**src/rtl/apb_if_pkg.sv**
```systemverilog
// Shared APB types: requester FSM states and the pprot attribute layout.
package apb_if_pkg;

    localparam int APB_PROT_W = 3;

    typedef enum logic [1:0] {
        IDLE   = 2'd0,
        SETUP  = 2'd1,
        ACCESS = 2'd2,
        RESP   = 2'd3
    } apb_req_state_e;

    // Packed MSB-first, so pprot[0]=privileged, [1]=nonsecure, [2]=instruction.
    typedef struct packed {
        logic instruction;
        logic nonsecure;
        logic privileged;
    } apb_prot_t;

endpackage

```
**src/rtl/apb_wait_timer.sv**
```systemverilog
// ACCESS wait-state counter; expired flags the TIMEOUT-th consecutive pready-low cycle.
module apb_wait_timer #(
    parameter int TIMEOUT = 256
) (
    input  logic clk,
    input  logic rst,
    input  logic clear,
    input  logic enable,
    output logic expired
);

    generate
        if (TIMEOUT == 0) begin : g_off
            logic unused_inputs;
            assign unused_inputs = ^{clk, rst, clear, enable};
            assign expired       = 1'b0;
        end else begin : g_on
            localparam int CW = $clog2(TIMEOUT + 1);
            localparam logic [CW-1:0] LAST = CW'(TIMEOUT - 1);

            logic [CW-1:0] count_q;

            always_ff @(posedge clk) begin
                if (rst || clear) begin
                    count_q <= '0;
                end else if (enable) begin
                    count_q <= count_q + 1'b1;
                end
            end

            // count_q holds the low cycles already seen, so LAST means this is the final one.
            assign expired = enable && (count_q == LAST);
        end
    endgenerate

endmodule

```
**src/rtl/apb_requester.sv**
```systemverilog
// APB4 requester: one outstanding command becomes a SETUP/ACCESS transfer and a held response.
module apb_requester
    import apb_if_pkg::*;
#(
    parameter int ADDR_WIDTH = 32,
    parameter int DATA_WIDTH = 32,
    parameter int TIMEOUT    = 256
) (
    input  logic                    clk,
    input  logic                    rst,
    input  logic                    cmd_valid,
    output logic                    cmd_ready,
    input  logic                    cmd_write,
    input  logic [ADDR_WIDTH-1:0]   cmd_addr,
    input  logic [DATA_WIDTH-1:0]   cmd_wdata,
    input  logic [DATA_WIDTH/8-1:0] cmd_strb,
    input  logic [APB_PROT_W-1:0]   cmd_prot,
    output logic                    rsp_valid,
    input  logic                    rsp_ready,
    output logic [DATA_WIDTH-1:0]   rsp_rdata,
    output logic                    rsp_err,
    output logic                    rsp_timeout,
    output logic                    psel,
    output logic                    penable,
    output logic                    pwrite,
    output logic [ADDR_WIDTH-1:0]   paddr,
    output logic [DATA_WIDTH-1:0]   pwdata,
    output logic [DATA_WIDTH/8-1:0] pstrb,
    output logic [APB_PROT_W-1:0]   pprot,
    input  logic [DATA_WIDTH-1:0]   prdata,
    input  logic                    pready,
    input  logic                    pslverr
);

    localparam int STRB_W = DATA_WIDTH / 8;

    // Handshakes: a beat transfers on the edge where valid && ready; the offering side keeps
    // valid and its payload stable until then, and ready never waits on valid.
    apb_req_state_e state_q, state_d;
    apb_prot_t      prot_q;
    logic           accept;
    logic           expired;
    logic           access_done;

    assign accept      = cmd_valid && cmd_ready;
    assign access_done = (state_q == ACCESS) && (pready || expired);

    apb_wait_timer #(.TIMEOUT(TIMEOUT)) u_wait_timer (
        .clk    (clk),
        .rst    (rst),
        .clear  (state_q != ACCESS),
        .enable ((state_q == ACCESS) && !pready),
        .expired(expired)
    );

    always_comb begin
        state_d = state_q;
        case (state_q)
            IDLE:    if (accept)      state_d = SETUP;
            SETUP:                    state_d = ACCESS;
            ACCESS:  if (access_done) state_d = RESP;
            RESP:    if (rsp_ready)   state_d = IDLE;
            default:                  state_d = IDLE;
        endcase
    end

    always_ff @(posedge clk) begin
        if (rst) begin
            state_q     <= IDLE;
            cmd_ready   <= 1'b0;
            pwrite      <= 1'b0;
            paddr       <= '0;
            pwdata      <= '0;
            pstrb       <= '0;
            prot_q      <= '0;
            rsp_rdata   <= '0;
            rsp_err     <= 1'b0;
            rsp_timeout <= 1'b0;
        end else begin
            state_q   <= state_d;
            cmd_ready <= (state_d == IDLE);
            if (accept) begin
                pwrite <= cmd_write;
                paddr  <= cmd_addr;
                pwdata <= cmd_wdata;
                pstrb  <= cmd_write ? cmd_strb : STRB_W'(0);
                prot_q <= apb_prot_t'(cmd_prot);
            end
            // Completion takes priority over an expiry landing on the same cycle.
            if (state_q == ACCESS && pready) begin
                rsp_rdata   <= pwrite ? '0 : prdata;
                rsp_err     <= pslverr;
                rsp_timeout <= 1'b0;
            end else if (state_q == ACCESS && expired) begin
                rsp_rdata   <= '0;
                rsp_err     <= 1'b1;
                rsp_timeout <= 1'b1;
            end
        end
    end

    assign psel      = (state_q == SETUP) || (state_q == ACCESS);
    assign penable   = (state_q == ACCESS);
    assign rsp_valid = (state_q == RESP);
    assign pprot     = prot_q;

endmodule

```
**config.mk**
```make
export PLATFORM = sky130hd
export DESIGN_NAME = apb_requester
export DESIGN_NICKNAME = d
export VERILOG_FILES = /design/src/rtl/apb_if_pkg.sv /design/src/rtl/apb_wait_timer.sv /design/src/rtl/apb_requester.sv
export SDC_FILE = /design/constraint.sdc
export NUM_CORES = 1
export LEC_CHECK = 0
export CAP_MARGIN = 20
export CELL_PAD_IN_SITES_DETAIL_PLACEMENT = 0
export CELL_PAD_IN_SITES_GLOBAL_PLACEMENT = 1
export CORE_UTILIZATION = 30
export DETAILED_ROUTE_END_ITERATION = 8
export PLACE_DENSITY = 0.94
export SYNTH_ARGS = -nofsm -noshare
export SYNTH_HDL_FRONTEND = slang
export SYNTH_SLANG_ARGS = --single-unit
```
**constraint.sdc**
```tcl
create_clock -name clk -period 4.8 [get_ports clk]
set_clock_uncertainty 0.05 [all_clocks]
set_input_delay 0.72 -clock clk [delete_from_list [all_inputs] [get_ports clk]]
set_output_delay 0.72 -clock clk [all_outputs]
set_load 0.01 [all_outputs]
```
# Word level (Yosys, flattened, before mapping)
# Cells that the tools add are included.
[word_totals]
output_inout_bits = 110
reg_bits = 118
in_bits = 110
[classes]
reduce_logical = 14
eq_ne = 5
n_addsub = 1
mux = 10
[ops]
columns = ["op", "count"]
rows = [
  ["32-bit two-way mux", 3],
  ["9-bit by 1-bit adder with 9-bit output, second input constant", 1],
  ["9-bit by 8-bit equality test with 1-bit output, second input constant", 1],
  ["2-bit one-hot mux with 4 select lines", 1],
  ["1-bit logical AND", 6],
  ["2-bit two-way mux", 3],
  ["2-bit equality test, second input constant", 2],
  ["2-bit zero test", 2],
  ["4-bit two-way mux", 1],
  ["1-bit logical OR", 3],
  ["2-bit by 1-bit equality test with 1-bit output, second input constant", 1],
  ["1-bit two-way mux", 2],
  ["2-bit != test, second input constant", 1],
  ["2-bit nonzero test", 1],
  ["2-bit OR reduction", 1],
  ["1-bit zero test", 1],
]

# Depth between registers and ports, before layout
[logic_depth]
depth_word = 8
ltp_mapped = 8

# By module
# Synthesis repeated with hierarchy kept, for this count alone.
[unflattened]
hier_cells = 497
hier_area_um2 = 4275.4
[by_module_without_submodules]
columns = ["module", "instances", "seq_area_each_um2", "cells_per_inst", "area_each_um2"]
rows = [
  ["apb_requester", 1, 2182.1, 451, 3866.2],
  ["apb_wait_timer", 1, 180.2, 46, 409.1],
]

# Worst setup path after synthesis
# OpenSTA, ideal clock, no wires.
[synth_path]
path_kind = "input to register"
from = "input port rst"
to = "register rsp_rdata[10]"
setup_slack_ps = 3131
required_time_ps = 4622
path_stages = 4
arrival_time_ps = 1492
setup_ps = 128
path_cell_list = "buf_2 > clkbuf_1 > clkbuf_1 > nor2_1"
[synth_rtl]
columns = ["element", "line_no", "text"]
rows = [
  ["from (decl)", "apb_requester.sv:10", "input logic rst,"],
  ["to (signal assigned)", "apb_requester.sv:91", "rsp_rdata <= pwrite ? '0 : prdata;"],
  ["to (decl)", "apb_requester.sv:20", "output logic [DATA_WIDTH-1:0] rsp_rdata,"],
]
# No word-level cell between the ends.

# Final worst setup path
[layout_path]
from = "register state_q[0]"
to = "output port penable"
[layout_between]
elab_chain_len = 1
[layout_lines]
columns = ["element", "line_no", "text"]
rows = [
  ["from (decl)", "apb_requester.sv:39", "apb_req_state_e state_q, state_d;"],
  ["from (signal assigned)", "apb_requester.sv:80", "state_q <= state_d;"],
  ["2-bit equality test", "apb_requester.sv:103", "assign penable = (state_q == ACCESS);"],
  ["to (decl)", "apb_requester.sv:24", "output logic penable,"],
]
# No other way between the ends.

==> impl_metrics.env <==
export IMPL_grt_overflow=0
export IMPL_netlist_cell_type_count=34
export IMPL_syn_nets=616
export IMPL_setup_viol_count_final=0
export IMPL_syn_inst=499
export IMPL_num_nets_final=823
export IMPL_dr_total_vias=4204
export IMPL_remaining_drc_errors=0
export IMPL_multi_input_area_sq_um=1700
export IMPL_slew_headroom=0.399
export IMPL_crit_arrival_ns=1.90
export IMPL_status="completed"
export IMPL_fmax_mhz=374
export IMPL_die_w_um=121
export IMPL_hold_viol=0
export IMPL_htreeDepth=4
export IMPL_cts_tree="yes"
export IMPL_path_max_fanout=11
export IMPL_finalHoldWorstSlack_ns=0.399
export IMPL_antenna_found_initial=0
export IMPL_place_hpwl_um=8720
export IMPL_cp_top_family="buffers and inverters"
export IMPL_die_area_sq_um=14700
export IMPL_crit_chain="inv_1 -> ha_1 -> clkdlybuf4s50_1"
export IMPL_p_leak_nw=2.53
export IMPL_synth_edf_count=0
export IMPL_rows=43
export IMPL_yosysTopAreaCellShare=0.555
export IMPL_cts_resized=0
export IMPL_final_cell_mix="218 x clkdlybuf4s50_1, 143 x nand2_1, 118 x dfxtp_1, 80 x a21oi_1, 40 x nor2_1"
export IMPL_nFillCells=1252
export IMPL_vias_per_cell=4.68
export IMPL_tightest_slew_ns=0.901
export IMPL_hold_path_class="reg2reg"
export IMPL_cts_made_buffers=17
export IMPL_period_share=0.556
export IMPL_synth_area_sq_um=4250
export IMPL_cellPowerDensity_nw_per_um2=430
export IMPL_die_h_um=121
export IMPL_path_clk_slew_ns=0.05
export IMPL_ios=220
export IMPL_critPathMaxStageDelay_ns=0.62
export IMPL_layout_min_cycle_time_ns=2.67
export IMPL_area_delta_synth_final_pct=68.1
export IMPL_rsz0062_at_grt="no"
export IMPL_tns_ns=0
export IMPL_antenna_left=0
export IMPL_grt_use_total=0.174
export IMPL_cp_data_required_time_ns=4.03
export IMPL_ir_worst_vdd_mv=0.224
export IMPL_drive_above_1_share=0.0613
export IMPL_coreArea_sq_um=13900
export IMPL_holdBufCountCts=0
export IMPL_critPathLaunchType="flip-flop"
export IMPL_drt_total_wl_um=12700
export IMPL_ys_seq_area_frac=0.555
export IMPL_synthTopCellsByArea="dfxtp_1 56%, nand2_1 13%, a21oi_1 9.4%"
export IMPL_ys_ff_latch=118
export IMPL_slowest_stage="clkdlybuf4s50_1"
export IMPL_initial_core_util=0.306
export IMPL_dr_pass1_iters=4
export IMPL_wire_per_inst_um=14.2
export IMPL_layout_commonest_cell="clkdlybuf4s50_1"
export IMPL_yosys_warnings=0
export IMPL_clock_sink_count=118
export IMPL_synth_area_per_cell_sq_um=8.53
export IMPL_synth_ff_type="dfxtp_1"
export IMPL_grt_max_degree=59
export IMPL_post_cts_buffers=0
export IMPL_async_flop_share=0
export IMPL_grt_pass1_vias=4093
export IMPL_synth_top_area_cell="dfxtp_1"
export IMPL_grt_first_pass_wirelength_um=19700
export IMPL_gp_congestion=0.769
export IMPL_path_buf_inv=2
export IMPL_drv_cap=0
export IMPL_clk_latency_ns=0.41
export IMPL_antenna_cells=0
export IMPL_critPathKind="reg2out"
export IMPL_finalMaxSlewViolations=0
export IMPL_seq_area_sq_um=2360
export IMPL_cts_root_buf="clkbuf_16"
export IMPL_clock_path_buffers=2
export IMPL_end_kind="primary output"
export IMPL_numPortBuffers=219
export IMPL_drtIter0Drc=156
==> cells by family (layout without fill, tap and decap cells) <==
family / Yosys count / after routing / share of synthesized area
buf+inv: 41 / 260 / 0.0479
fa+ha+maj: 7 / 7 / 0.0206
compound gates: 125 / 125 / 0.173
mux: 1 / 1 / 0.00235
xor+xnor: 2 / 2 / 0.00412
flops: 118 / 118 / 0.555
simple gates: 205 / 205 / 0.197
==> stage by stage <==
stage / power, W / setup WS [ns] / instances / utilization / instance area (sq um)
2_1_floorplan: 0.00146 / 3.13 / 499 / - / 4250
4_1_cts: 0.00311 / 2.10 / 896 / 0.513 / 7120
3_5_place_dp: 0.00181 / 1.87 / 865 / 0.469 / 6510
5_1_grt: 0.00323 / 2.00 / 898 / 0.515 / 7150
6_report: 0.00307 / 2.13 / 898 / 0.515 / 7150
3_3_place_gp: 0.00179 / 1.97 / 865 / 0.469 / 6510
==> per-layer routing <==
layer | vias to the layer above | global-route usage | wire length (um)
met5 | - | 0 | 0
met4 | 0 | 0.0718 | 255
met3 | 21 | 0.0714 | 1070
met2 | 181 | 0.302 | 6250
met1 | 1919 | 0.187 | 5140
li1 | 2083 | - | -
==> worst min-delay path, stage by stage (launching register included) <==
cell and delay [ns]:
dfxtp_1 0.30, nand2_1 0.05, a21oi_1 0.05
==> cells in the mapped netlist, types with 4 or more instances <==
master and instances:
a21oi_1 80, a22oi_1 32, buf_2 13, buf_6 4, clkbuf_1 18, dfxtp_1 118, ha_1 7, inv_1 5
nand2_1 144, nand3_1 7, nor2_1 40, o21ai_0 4
==> layout make-up <==
cell class | instances | share of cell area
timing repair buffer | 224 | 0.313
sequential | 118 | 0.330
inverter | 5 | 0.00262
tap | 180 | 0.0315
multi-input combinational | 340 | 0.237
clock inverter | 8 | 0.0170
clock buffer | 23 | 0.0682
==> registers in the layout, indices dropped and copies added (netlist names) <==
name	flops
pwdata	32
pprot	3
cmd_ready	1
rsp_err	1
rsp_rdata	32
paddr	32
pwrite	1
u_wait_timer.g_on.count_q	9
state_q	2
pstrb	4
rsp_timeout	1
==> power by group <==
group          internal (W)  leakage, nW  switching [W]
registers           0.00108        0.957      0.0000573
clock network      0.000865        0.299       0.000420
logic              0.000338         1.27       0.000314
==> path summary, 6_finish.rpt <==
| check | start | to | slack, ns | cells past startpoint |
|---|---|---|---|---|
| max | state_q[0]$_SDFF_PP0_ | penable | 2.13 | 3 |
| min | pstrb[2]$_SDFFE_PP0P_ | pstrb[2]$_SDFFE_PP0P_ | 0.40 | 2 |
| max reg2reg | cmd_ready$_SDFF_PP0_ | pstrb[0]$_SDFFE_PP0P_ | 2.82 | 4 |
| min reg2reg | pstrb[2]$_SDFFE_PP0P_ | pstrb[2]$_SDFFE_PP0P_ | 0.40 | 2 |
No activity file was read; power rests on OpenSTA's default activity.
